<file path="config.mk">
export PLATFORM = sky130hd
export DESIGN_NAME = apple_bus_regfile
export DESIGN_NICKNAME = d
export VERILOG_FILES = /design/src/rtl/apple_bus_regfile.sv
export SDC_FILE = /design/constraint.sdc
export NUM_CORES = 1
export LEC_CHECK = 0
export ABC_CLOCK_PERIOD_IN_PS = 3500
export BUFFER_PORTS_ARGS = -buffer_cell sky130_fd_sc_hd__buf_2
export CORE_ASPECT_RATIO = 0.5
export CORE_MARGIN = 1
export CORE_UTILIZATION = 45
export CTS_CLUSTER_SIZE = 30
export DETAILED_ROUTE_END_ITERATION = 16
export PLACE_DENSITY_LB_ADDON = 0.1
export RECOVER_POWER = 50
export SETUP_SLACK_MARGIN = 0.05
export SYNTH_ARGS = -nofsm -noshare
export SYNTH_HDL_FRONTEND = slang
export SYNTH_SLANG_ARGS = --single-unit
</file>
<file path="constraint.sdc">
create_clock -name clk -period 3.5 [get_ports clk]
set_clock_uncertainty 0.2 [all_clocks]
set_input_delay 0.35 -clock clk [delete_from_list [all_inputs] [get_ports clk]]
set_output_delay 0.35 -clock clk [all_outputs]
set_load 0.005 [all_outputs]
</file>
<file path="src/rtl/apple_bus_regfile.sv">
// Apple II slot-bus register file: config regs, command FIFO, status, pointer-driven fetch port.
// Optional PHI0 watchdog built when APPLE_BUS_WDOG_EN is defined.
module apple_bus_regfile #(
  parameter int ADDR_W      = 4,
  parameter int NUM_CFG     = 8,
  parameter int SYNC_STAGES = 3,
  parameter int CMD_DEPTH   = 4
) (
  input  logic                 clk,
  input  logic                 rst_n,
  input  logic                 phi0,
  input  logic [ADDR_W-1:0]    addr,
  input  logic [7:0]           data_in,
  output logic [7:0]           data_out,
  output logic                 data_oe,
  input  logic                 ndevice_select,
  input  logic                 r_nw,
  output logic [8*NUM_CFG-1:0] cfg_out,
  input  logic [3:0]           status_in,
  output logic                 cmd_valid,
  output logic [7:0]           cmd_data,
  input  logic                 cmd_ready,
  output logic                 mem_req,
  output logic [7:0]           mem_addr,
  input  logic                 mem_ack,
  input  logic [7:0]           mem_rdata,
  output logic                 bus_lost
);

  localparam int PW = $clog2(CMD_DEPTH);
  localparam int CW = PW + 1;
  localparam logic [ADDR_W-1:0] A_CMD  = ADDR_W'(NUM_CFG);
  localparam logic [ADDR_W-1:0] A_STAT = ADDR_W'(NUM_CFG + 1);
  localparam logic [ADDR_W-1:0] A_PTR  = ADDR_W'(NUM_CFG + 2);
  localparam logic [ADDR_W-1:0] A_DATA = ADDR_W'(NUM_CFG + 3);
  localparam logic [ADDR_W-1:0] A_ID   = ADDR_W'(NUM_CFG + 4);

  typedef enum logic [1:0] {S_IDLE, S_REQ, S_WAIT} fstate_t;

  // Equal-depth synchronizers keep phi0, select and payload aligned to the same stage.
  logic [SYNC_STAGES-1:0] phi0_sr, nsel_sr, rnw_sr;
  logic [ADDR_W-1:0]      addr_sr [SYNC_STAGES];
  logic [7:0]             din_sr  [SYNC_STAGES];

  always_ff @(posedge clk or negedge rst_n) begin
    if (!rst_n) begin
      phi0_sr <= '0;
      nsel_sr <= '1;
      rnw_sr  <= '1;
      for (int unsigned k = 0; k < SYNC_STAGES; k++) begin
        addr_sr[k] <= '0;
        din_sr[k]  <= '0;
      end
    end else begin
      phi0_sr    <= {phi0_sr[SYNC_STAGES-2:0], phi0};
      nsel_sr    <= {nsel_sr[SYNC_STAGES-2:0], ndevice_select};
      rnw_sr     <= {rnw_sr[SYNC_STAGES-2:0], r_nw};
      addr_sr[0] <= addr;
      din_sr[0]  <= data_in;
      for (int unsigned k = 1; k < SYNC_STAGES; k++) begin
        addr_sr[k] <= addr_sr[k-1];
        din_sr[k]  <= din_sr[k-1];
      end
    end
  end

  logic phi0_s, nsel_s, phi0_q, phi0_fall;
  assign phi0_s    = phi0_sr[SYNC_STAGES-1];
  assign nsel_s    = nsel_sr[SYNC_STAGES-1];
  assign phi0_fall = phi0_q && !phi0_s;

  logic              lat_valid, lat_rnw;
  logic [ADDR_W-1:0] lat_addr;
  logic [7:0]        lat_data;

  always_ff @(posedge clk or negedge rst_n) begin
    if (!rst_n) begin
      phi0_q    <= 1'b0;
      lat_valid <= 1'b0;
      lat_rnw   <= 1'b1;
      lat_addr  <= '0;
      lat_data  <= '0;
    end else begin
      phi0_q    <= phi0_s;
      lat_valid <= phi0_fall && !nsel_s;
      if (phi0_fall && !nsel_s) begin
        lat_rnw  <= rnw_sr[SYNC_STAGES-1];
        lat_addr <= addr_sr[SYNC_STAGES-1];
        lat_data <= din_sr[SYNC_STAGES-1];
      end
    end
  end

`ifdef APPLE_BUS_WDOG_EN
  logic [15:0] wdog_cnt;
  logic        bus_lost_q;
  always_ff @(posedge clk or negedge rst_n) begin
    if (!rst_n) begin
      wdog_cnt   <= '0;
      bus_lost_q <= 1'b0;
    end else if (phi0_q != phi0_s) begin
      wdog_cnt   <= '0;
      bus_lost_q <= 1'b0;
    end else if (wdog_cnt == 16'hFFFF) begin
      bus_lost_q <= 1'b1;
    end else begin
      wdog_cnt <= wdog_cnt + 16'd1;
    end
  end
  assign bus_lost = bus_lost_q;
`else
  assign bus_lost = 1'b0;
`endif

  logic wr_stb, rd_stb;
  assign wr_stb = lat_valid && !bus_lost && !lat_rnw;
  assign rd_stb = lat_valid && !bus_lost && lat_rnw;

  always_ff @(posedge clk or negedge rst_n) begin
    if (!rst_n) data_oe <= 1'b0;
    else        data_oe <= !ndevice_select && r_nw && !bus_lost;
  end

  logic [7:0] cfg_q [NUM_CFG];
  always_ff @(posedge clk or negedge rst_n) begin
    if (!rst_n) begin
      for (int unsigned k = 0; k < NUM_CFG; k++) cfg_q[k] <= '0;
    end else begin
      for (int unsigned k = 0; k < NUM_CFG; k++)
        if (wr_stb && lat_addr == ADDR_W'(k)) cfg_q[k] <= lat_data;
    end
  end

  always_comb begin
    cfg_out = '0;
    for (int unsigned k = 0; k < NUM_CFG; k++) cfg_out[8*k +: 8] = cfg_q[k];
  end

  logic [7:0]    fifo_mem [CMD_DEPTH];
  logic [PW-1:0] wp, rp;
  logic [CW-1:0] cnt;
  logic          overflow, push, pop, full, push_ok;

  assign full      = (cnt == CW'(CMD_DEPTH));
  assign cmd_valid = (cnt != '0);
  assign cmd_data  = fifo_mem[rp];
  assign push      = wr_stb && lat_addr == A_CMD;
  assign pop       = cmd_valid && cmd_ready;
  // A pop frees the slot in the same cycle, so a full FIFO still accepts a paired push.
  assign push_ok   = push && (!full || pop);

  always_ff @(posedge clk) begin
    if (push_ok) fifo_mem[wp] <= lat_data;
  end

  always_ff @(posedge clk or negedge rst_n) begin
    if (!rst_n) begin
      wp       <= '0;
      rp       <= '0;
      cnt      <= '0;
      overflow <= 1'b0;
    end else begin
      if (push_ok) wp <= wp + 1'b1;
      if (pop)     rp <= rp + 1'b1;
      if (push_ok && !pop)      cnt <= cnt + 1'b1;
      else if (!push_ok && pop) cnt <= cnt - 1'b1;
      if (push && full && !pop)               overflow <= 1'b1;
      else if (rd_stb && lat_addr == A_STAT) overflow <= 1'b0;
    end
  end

  fstate_t    state, state_d;
  logic       refetch, refetch_d, load, trigger, ptr_wr, data_rd, fetch_pending;
  logic [7:0] ptr, data_reg;

  assign ptr_wr  = wr_stb && lat_addr == A_PTR;
  assign data_rd = rd_stb && lat_addr == A_DATA;
  assign trigger = ptr_wr || data_rd;

  always_ff @(posedge clk or negedge rst_n) begin
    if (!rst_n) begin
      state    <= S_IDLE;
      refetch  <= 1'b0;
      ptr      <= '0;
      data_reg <= '0;
    end else begin
      state   <= state_d;
      refetch <= refetch_d;
      if (ptr_wr)       ptr <= lat_data;
      else if (data_rd) ptr <= ptr + 8'd1;
      if (load) data_reg <= mem_rdata;
    end
  end

  always_comb begin
    state_d   = state;
    refetch_d = refetch;
    load      = 1'b0;
    case (state)
      S_IDLE: if (trigger) state_d = S_REQ;
      S_REQ: begin
        state_d = S_WAIT;
        if (trigger) refetch_d = 1'b1;
      end
      S_WAIT: begin
        if (trigger) refetch_d = 1'b1;
        if (mem_ack) begin
          load      = 1'b1;
          refetch_d = 1'b0;
          state_d   = (refetch || trigger) ? S_REQ : S_IDLE;
        end
      end
      default: state_d = S_IDLE;
    endcase
  end

  assign mem_req       = (state != S_IDLE);
  assign mem_addr      = ptr;
  assign fetch_pending = (state != S_IDLE) || refetch;

  always_comb begin
    data_out = '0;
    for (int unsigned k = 0; k < NUM_CFG; k++)
      if (addr == ADDR_W'(k)) data_out = cfg_q[k];
    if (addr == A_CMD)       data_out = 8'(cnt);
    else if (addr == A_STAT) data_out = {overflow, full, !cmd_valid, fetch_pending, status_in};
    else if (addr == A_PTR)  data_out = ptr;
    else if (addr == A_DATA) data_out = data_reg;
    else if (addr == A_ID)   data_out = 8'hA5;
  end

endmodule
</file>
==> impl_results.md <==
- Outcome: complete, but fails checks
- Failing checks: capacitance limit, slew limit
- Lkg Pwr: around 4.2 nW
- Die height: roughly 95 µm
- FF-to-FF path depth: 9
- Post-DRT Antenna Nets: 0
- Mapped Avg Cell Area: between 10 and 15 µm²
- Slew Viols, Final: 75
- Synth top area share: 0.465
- Number of synthesized flops with an enable pin: 32
- Starting Density: 0.468
- Io pins: roughly 120
- Initial DRT Pass Iterations: 5
- Fin. Hold Viols: 0
- CTS max path bufs: 2
- WP data arrival: approximately 2.5 ns
- Synth Instances: approximately 570
- Reg2reg setup slack: approximately 0.9 ns
- Ant. Diodes: 0
- Grt ovf: 0
- Reg2reg start: lat_addr[2]
- CTS buffer count: 17
- Worst setup SP type: primary input
- CP max FO: 17
- Row count: 33
- Multi-input logic area: around 2800 µm²
- Commonest cells in the netlist: dfrtp_1 (145), mux2_2 (90), edfxtp_1 (32), nand2_1 (28), a21oi_1 (26)
- Mapped Area: just under 8000 µm²
- # DRC: 0
- Worst Tran Pin Value: about 1.8 ns
- Fin nets: 742
- Worst slew margin: -0.191
- Power per cell area: 645 nW/µm²
- CP endpoint: data_out[5]
- HP Start: cmd_ready
- Syn nets: 610
- # port buffers: approximately 120
- Post-DP HPWL: 13.3 mm
- Routed len/inst: a little over 20 µm
- Crit path time final: ~3 ns
- CTS tree: yes
- Filler instances: about 1400
- Yosys reg bits: 184
- Total negative slack: 0 ns
- First-pass GRT wire length: between 20 and 30 mm
- Share of cells above drive strength 1: 0.342
- R2r endpoint: cnt[2]
- Clock transition at the registers of the reported paths: 0.07 ns
- Initial antenna violation count: 0
- Max Cap Violations: 1
- Drt total wl: around 19 mm
- Leading cell type by number of instances after synthesis: dfrtp_1
- Placeable Area: between 15000 and 20000 µm²
- Async set-reset flop share out of synthesis: 0.826
- Die ar.: about 18000 µm²
- Finished Cell Area: a little over 9000 µm²
- Fmax achieved: about 330 MHz
- Ys flop type: dfrtp_1
- DIE WIDTH: ~190 µm
- Reg area: around 4800 µm²
- Area Growth Syn to Fin: 19.9%
- Routed vias/inst: between 5 and 6
- Number of flip-flops in the largest register: 64
- Post-DP Area: between 8000 and 9000 µm²
- Crit end category: output port
- Clk Latency, worst-skew pair: about 0.44 ns
- Top cells by area, synth: dfrtp_1 (47%), mux2_2 (13%), edfxtp_1 (12%), mux4_2 (3.2%), dfstp_2 (2.4%)
- # setup viols final: 0
- CTS sink cnt: between 150 and 200
- RD Place Congestion: 0.847
- Largest net degree at the start of global routing: 75
- Root Buffer: clkbuf_16
- Post-CTS setup buffer count: 0
- RSZ-0062 raised after global routing: false
- Start point of the critical path: addr[3]
- PostCTS Resize Cnt: 0
- Critical path class: in -> out
- Initial DRC count: 353
- CP required: ~3.0 ns
- Worst hold path type: in -> reg
- Total number of vias: around 5100
- Register area share after synthesis: 0.612
- Vias in the first global route: between 4000 and 5000
- Netlist cell types: 59
- H-tree depth: 4
- Ys Warns: 0
- Max VDD drop: between 0.3 and 0.4 mV
- Final worst-path cycle share: 0.864
- Yosys top cell by area: dfrtp_1
- Total GRT Usage: 0.229
-- report_power, final --
part           leakage, nW  total, mW  switching [mW]  internal, mW
logic                 1.72       1.06           0.455         0.605
registers             2.21       2.97           0.459          2.51
clock network        0.296       2.00           0.881          1.12
total                 4.23       6.03            1.80          4.23
-- worst min-delay path by stage --
stage | endpoint | slack, ns | cells after the start
3_5_place_dp | din_sr[5] | 0.13 | 0
5_1_grt | rp[0] | 0.08 | 3
4_1_cts | rp[1] | 0.04 | 3
2_1_floorplan | addr_sr[0] | -0.15 | 0
6_report | rp[1] | 0.05 | 3
3_3_place_gp | phi0_sr[1] | 0.13 | 0
-- repair_timing --
item / CTS / global route
setup endpoints to repair: 0 / 0
hold endpoints to repair: 88 / 0
hold buffers: 22 / 0
-- area by class of cell --
type,instances,share of cell area
Clock buffer,19,0.0486
Clock inverter,13,0.0166
Inverter,15,0.00602
Multi-Input combinational cell,333,0.298
Sequential cell,184,0.511
Tap cell,227,0.0304
Timing Repair Buffer,149,0.0893
-- layer usage --
| layer | vias up | global-route usage | wire length (µm) |
|---|---|---|---|
| met2 | 161 | 0.337 | 8510 |
| met5 | - | 0 | 0 |
| li1 | 2325 | - | - |
| met4 | 0 | 0.0569 | 150 |
| met1 | 2619 | 0.343 | 9460 |
| met3 | 14 | 0.0534 | 1050 |
-- worst max-delay path, stage by stage --
cell           delay (ns)
dlygate4sd3_1        0.52
buf_2                0.30
nor2b_1              0.45
o21ai_0              0.16
a32oi_1              0.31
o211a_1              0.25
buf_2                0.13
-- cell families (layout without fill, tap and decap cells) --
group | count (synthesis) | in the layout | synth area share
DFF | 184 | 184 | 0.612
buffers and inverters | 51 | 196 | 0.0292
xor gates and xnor gates | 7 | 7 | 0.00787
adders and majority gates | 11 | 11 | 0.0186
muxes | 112 | 112 | 0.176
AOI/OAI and AO/OA | 94 | 94 | 0.0770
other | 1 | 1 | 0.000481
and+or+nand+nor | 108 | 108 | 0.0783
-- cell usage in the layout (no fill, tap or decap), types with 18 or more instances in the layout --
master           n
buf_2           94
mux2_2          90
o21ai_0         23
dlygate4sd3_1   22
a21oi_1         26
clkbuf_16       18
clkbuf_1        28
dfrtp_1        145
edfxtp_1        32
nand2_1         28
-- metrics by stage --
| step | std cells | utilization | hold WS, ns | setup slack [ns] | total power [mW] |
|---|---|---|---|---|---|
| global route | 940 | 0.562 | 0.0821 | 0.203 | 6.34 |
| CTS | 940 | 0.565 | 0.0399 | 0.536 | 6.09 |
| finish | 940 | 0.562 | 0.0543 | 0.477 | 6.03 |
| floorplan | 568 | - | -0.146 | 1.16 | 3.50 |
| detailed placement | 886 | 0.515 | 0.135 | 0.590 | 4.07 |
| global placement | 886 | 0.515 | 0.132 | 0.675 | 4.05 |
(Power assumes the default switching activity.)
